### src/rtl/seg_mmu.sv
// Segmented MMU: NCH requesters share one memory port through round-robin arbitration.
// Each channel relocates its logical address by base[i] and faults on addr > limit[i].
module seg_mmu #(
    parameter int NCH = 2,
    parameter int AW  = 32,
    parameter int DW  = 32,
    parameter int CW  = (NCH > 1) ? $clog2(NCH) : 1
) (
    input  logic              clk,
    input  logic              rst_n,
    input  logic [NCH-1:0]    rd,
    input  logic [NCH-1:0]    wd,
    input  logic [NCH*AW-1:0] addr,
    input  logic [NCH*DW-1:0] wdata,
    output logic [DW-1:0]     rdata,
    output logic [NCH-1:0]    wait_o,
    output logic [NCH-1:0]    segv,
    input  logic              cfg_we,
    input  logic [CW-1:0]     cfg_ch,
    input  logic              cfg_sel,
    input  logic [AW-1:0]     cfg_wdata,
    output logic              mem_req,
    output logic              mem_we,
    output logic [AW-1:0]     mem_addr,
    output logic [DW-1:0]     mem_wdata,
    input  logic              mem_ack,
    input  logic [DW-1:0]     mem_rdata
);

    typedef enum logic [1:0] {IDLE, ISSUE, DONE} state_t;

    state_t          state_q, state_d;
    logic [CW-1:0]   rr_q, rr_d;
    logic [CW-1:0]   grant_q, grant_d;
    logic            fault_q, fault_d;
    logic            mem_req_q, mem_req_d;
    logic            mem_we_q, mem_we_d;
    logic [AW-1:0]   mem_addr_q, mem_addr_d;
    logic [DW-1:0]   mem_wdata_q, mem_wdata_d;
    logic [DW-1:0]   rdata_q, rdata_d;
    logic [AW-1:0]   base_q [NCH];
    logic [AW-1:0]   base_d [NCH];
    logic [AW-1:0]   limit_q [NCH];
    logic [AW-1:0]   limit_d [NCH];

    logic [NCH-1:0]  pending;
    logic [AW-1:0]   addr_a [NCH];
    logic [DW-1:0]   wdata_a [NCH];
    logic            found_hi, found_lo, found;
    logic [CW-1:0]   pick_hi, pick_lo, pick;
    logic [AW-1:0]   sel_addr;
    logic            sel_fault;

    always_comb begin
        pending = rd | wd;
        for (int i = 0; i < NCH; i++) begin
            addr_a[i]  = addr[i*AW +: AW];
            wdata_a[i] = wdata[i*DW +: DW];
        end
    end

    // Round-robin: the lowest pending channel at or above rr wins; otherwise wrap to the lowest below it.
    always_comb begin
        found_hi = 1'b0;
        found_lo = 1'b0;
        pick_hi  = '0;
        pick_lo  = '0;
        for (int i = NCH - 1; i >= 0; i--) begin
            if (pending[i]) begin
                if (CW'(i) >= rr_q) begin
                    found_hi = 1'b1;
                    pick_hi  = CW'(i);
                end else begin
                    found_lo = 1'b1;
                    pick_lo  = CW'(i);
                end
            end
        end
        found     = found_hi | found_lo;
        pick      = found_hi ? pick_hi : pick_lo;
        sel_addr  = addr_a[pick];
        sel_fault = sel_addr > limit_q[pick];
    end

    // NOTE: every *_d gets its *_q as default first, so no path leaves a signal unassigned (no latches).
    always_comb begin
        state_d     = state_q;
        rr_d        = rr_q;
        grant_d     = grant_q;
        fault_d     = fault_q;
        mem_req_d   = mem_req_q;
        mem_we_d    = mem_we_q;
        mem_addr_d  = mem_addr_q;
        mem_wdata_d = mem_wdata_q;
        rdata_d     = rdata_q;
        base_d      = base_q;
        limit_d     = limit_q;

        case (state_q)
            IDLE: begin
                rdata_d = '0;
                if (found) begin
                    grant_d     = pick;
                    mem_we_d    = wd[pick];
                    mem_addr_d  = base_q[pick] + sel_addr;
                    mem_wdata_d = wdata_a[pick];
                    fault_d     = sel_fault;
                    rr_d        = (pick == CW'(NCH - 1)) ? '0 : pick + 1'b1;
                    if (sel_fault) begin
                        state_d = DONE;
                    end else begin
                        state_d   = ISSUE;
                        mem_req_d = 1'b1;
                    end
                end
            end
            ISSUE: begin
                if (mem_ack) begin
                    mem_req_d = 1'b0;
                    if (!mem_we_q) rdata_d = mem_rdata;
                    state_d = DONE;
                end
            end
            DONE: begin
                rdata_d = '0;
                state_d = IDLE;
            end
            default: state_d = IDLE;
        endcase

        // Translation for the current grant was taken from *_q above, so a same-cycle write cannot affect it.
        for (int i = 0; i < NCH; i++) begin
            if (cfg_we && cfg_ch == CW'(i)) begin
                if (cfg_sel) limit_d[i] = cfg_wdata;
                else         base_d[i]  = cfg_wdata;
            end
        end
    end

    // NOTE: sequential state is written only with non-blocking assignments.
    always_ff @(posedge clk or negedge rst_n) begin
        if (!rst_n) begin
            state_q     <= IDLE;
            rr_q        <= '0;
            grant_q     <= '0;
            fault_q     <= 1'b0;
            mem_req_q   <= 1'b0;
            mem_we_q    <= 1'b0;
            mem_addr_q  <= '0;
            mem_wdata_q <= '0;
            rdata_q     <= '0;
            // NOTE: the segment registers are reset too, since base 0 / limit all-ones is the defined start-up map.
            for (int i = 0; i < NCH; i++) begin
                base_q[i]  <= '0;
                limit_q[i] <= '1;
            end
        end else begin
            state_q     <= state_d;
            rr_q        <= rr_d;
            grant_q     <= grant_d;
            fault_q     <= fault_d;
            mem_req_q   <= mem_req_d;
            mem_we_q    <= mem_we_d;
            mem_addr_q  <= mem_addr_d;
            mem_wdata_q <= mem_wdata_d;
            rdata_q     <= rdata_d;
            base_q      <= base_d;
            limit_q     <= limit_d;
        end
    end

    always_comb begin
        for (int i = 0; i < NCH; i++) begin
            wait_o[i] = pending[i] & ~(state_q == DONE && grant_q == CW'(i));
            segv[i]   = (state_q == DONE) && (grant_q == CW'(i)) && fault_q;
        end
    end

    assign mem_req   = mem_req_q;
    assign mem_we    = mem_we_q;
    assign mem_addr  = mem_addr_q;
    assign mem_wdata = mem_wdata_q;
    assign rdata     = rdata_q;

endmodule

### config.mk
export PLATFORM = sky130hd
export DESIGN_NAME = seg_mmu
export DESIGN_NICKNAME = d
export VERILOG_FILES = /design/src/rtl/seg_mmu.sv
export SDC_FILE = /design/constraint.sdc
export NUM_CORES = 1
export LEC_CHECK = 0
export CAP_MARGIN = 20
export CORE_ASPECT_RATIO = 1.75
export CORE_MARGIN = 3
export CORE_UTILIZATION = 52
export CTS_BUF_LIST = sky130_fd_sc_hd__clkbuf_4 sky130_fd_sc_hd__clkbuf_8
export CTS_CLUSTER_DIAMETER = 200
export DETAILED_ROUTE_END_ITERATION = 16
export PLACE_DENSITY = 0.84
export SLEW_MARGIN = 10
export SYNTH_ARGS = -nofsm -noshare
export SYNTH_HDL_FRONTEND = slang
export SYNTH_SLANG_ARGS = --single-unit
### constraint.sdc
create_clock -name clk -period 4.7 [get_ports clk]
set_clock_uncertainty 0.1 [all_clocks]
set_input_delay 0.94 -clock clk [delete_from_list [all_inputs] [get_ports clk]]
set_output_delay 0.94 -clock clk [all_outputs]
set_load 0.1 [all_outputs]
==> flow_summary.yaml <==
logic_synthesis:
  synth-simple-area-share_pct: 7.05
  synth-edff-count: 0
  synth_top_family_by_area: "multiplexers"
  synth_top_area_share_pct: 33.8
  synthArstFlopShare_pct: 100
  synthMuxAreaShare_pct: 22.9
  syn_area_um2: 12300
  syn_nets: 1331
  ys_seq_area_share_pct: 47.5
  synth_area_per_cell_um2: 11.6
  synth_cells: 1065
  synth-seq-cells: 231
  synth-compound-area-share_pct: 12.2
  synth_fa_ha_area_share_pct: 6.55
  synth-warning-count: 0
  synthXorXnorAreaFrac_pct: 1.92
  synth_top_area_cell: "dfrtp_1"
  synthFlopType: "dfrtp_1"
  synth_area_leaders: "dfrtp_1, mux2_2, dfstp_2, ha_1, mux2i_1"
  yosysUniqueCellTypes: 59
cts:
  cts_hold_buf: 0
  htreeDepth: 2
  postCtsSetupBuffers: 0
  cts_buffers: 36
  clockBufferDepth: 3
  cts.sinks: 231
  clkLatencyLatePin_ps: 550
  cts_root_buf: "clkbuf_8"
  cts_resized: 0
  cts_tree: "yes"
  clk_pin_slew_ps: 70
pwr:
  intPower_uw: 6100
  p_leak_uw: 0.00739
  p_comb_share_pct: 60.2
  total_power_uw: 12000
  seqPwrFrac_pct: 24.7
  p_sw_uw: 5940
  power_density_nw_per_um2: 708
  ir_drop_v: 0.000726
  swShare_pct: 49.3
  clkPwrFrac_pct: 15.1
sta:
  min_period_ps: 4360
  fin_crit_sh_pct: 92.8
  holdWs_ps: 370
  slew_headroom_pct: 25.4
  slew_violations: 0
  max_freq_ghz: 0.229
  timing_hold_violations_final: 0
  fin_setup_tns_ps: 0
  tightest_slew_ps: 1120
  setup_violations: 0
  rsz0062_at_grt: "false"
global_routing:
  grt_use_total_pct: 28.4
  grt_pass1_wl_mm: 56.9
  grt_max_degree: 137
  antenna_found_initial: 1
  gr-total-overflow: 0
  grt_pass1_vias: 10951
finish:
  drive_gt1_share_pct: 28.2
  final_cell_mix: "clkdlybuf4s50_1, mux2_2, dfrtp_1, nand2_1, o21ai_0"
  layout_commonest_cell: "clkdlybuf4s50_1"
  nFillCells: 1647
  syn_to_final_growth_pct: 37.8
  num_antenna_cells: 0
  nets: 1695
die:
  rows: 74
  initial_core_util_pct: 52.9
  ios: 304
  dieWidth_um: 122
  die_h_um: 210
  core_area_um2: 23300
  design.die.area_um2: 25700
setup_path:
  crit_path_max_incr_delay_ps: 520
  cp.arrival_ps: 4670
  criticalPathCategory: "in -> reg"
  r2r_start: "rr_q"
  cp_cell_sequence: "clkdlybuf4s50_1, nor2_1, o22ai_4, buf_12, buf_12, mux2_2, ha_1, a21o_1, o21bai_1, o311ai_1, nand3b_1, a21boi_0, xor2_1, o21ai_0"
  cp-startpoint: "wd[0]"
  worstSetupEndpointType: "flop"
  path_common_cell: "buf_12"
  crit_required_ps: 5010
  r2r_slack_ps: 890
  critPathMaxFanout: 22
  cp_slowest_cell: "clkdlybuf4s50_1"
  cp-start-kind: "primary input"
detailed_routing:
  drt-total-wl_mm: 36.8
  vias: 10148
  drt_iter0_drc: 477
  drt-wirelength-per-cell_um: 20.9
  vias_per_cell: 5.76
  antenna_left: 0
  drt_pre_antenna_iters: 5
  route.detailed.drc: 0
place:
  hpwl_mm: 27.4
  place_congestion: 0.902
  port_buffers: 303
hold_path:
  min_from: "mem_addr[1]"
  holdCritPathClass: "reg -> reg"
run_status:
  outcome: "complete, no violations"
run:
  cap_violations: 0
[kinds of logic (layout without fill, tap and decap cells)]
family,count (synthesis),after routing
adders and majority gates,64,64
and+or+nand+nor,189,189
AOI/OAI and AO/OA,233,233
xor gates and xnor gates,27,27
buffers and inverters,63,455
DFF,231,231
muxes,258,258
[layout make-up]
cell class,count,area [um2],share of cell area (%)
flip-flops and latches,231,5860,34.4
repair buffers,380,3680,21.6
clock inverters,6,62.6,0.368
clock buffers,60,726,4.26
inverters,9,33.8,0.199
well taps,304,380,2.24
multi-input cells,771,6270,36.9
[critical path, delay by kind of cell]
family | cells | cell delay, ps
buffers and inverters | 3 | 880
AOI/OAI and AO/OA | 6 | 1490
muxes | 1 | 370
and+or+nand+nor | 2 | 470
xor gates and xnor gates | 1 | 170
adders and majority gates | 1 | 330
[state kept, by name (all words and copies together), names as in the netlist]
name / count
mem_wdata: 32
rr_q: 1
rdata: 32
limit_q: 64
state_q: 2
grant_q: 1
fault_q: 1
base_q: 64
mem_we: 1
mem_addr: 32
mem_req: 1
[worst paths after layout]
check / to / cells past startpoint
max: mem_addr[23] / 14
min: mem_addr[1] / 2
max reg2reg: mem_addr[23] / 12
min reg2reg: mem_addr[1] / 2
max in group asynchronous: limit_q[9] / 2
min in group asynchronous: mem_wdata[31] / 1
[Yosys cell counts, drive strengths merged, types with 10 or more instances]
master and instances:
a21o 21, a21oi 49, a22o 30, clkbuf 46
dfrtp 167, dfstp 64, ha 63, mux2 192
mux2i 66, nand2 93, nand4 17, nor2 32
nor2b 10, nor3 10, o21ai 82, xnor2 13
xor2 14
[power groups by stage]
stage / clock [uW] / sequential, uW / combinational (uW)
3_3_place_gp: 0 / 2970 / 7070
6_report: 1820 / 2980 / 7250
3_5_place_dp: 0 / 3000 / 7210
5_1_grt: 1950 / 3040 / 7670
2_1_floorplan: 0 / 5280 / 2690
4_1_cts: 1860 / 2980 / 7240
[metal layers]
layer  global-route usage (%)  routed length [um]
met1                     29.8               12700
met2                     51.8               19600
met5                        0                  17
met4                     15.1                2020
met3                     5.88                2380
[metrics by stage]
step,worst slack (ps),utilization [%],area (um2),cells
after floorplan,379,-,12300,1065
after global placement,-67.3,69.5,16200,1694
after CTS,411,72.9,17000,1761
final,337,72.9,17000,1761
after detailed placement,-149,69.6,16200,1695
after global routing,146,72.9,17000,1761
Note: power is estimated with default switching activity, not from simulation.
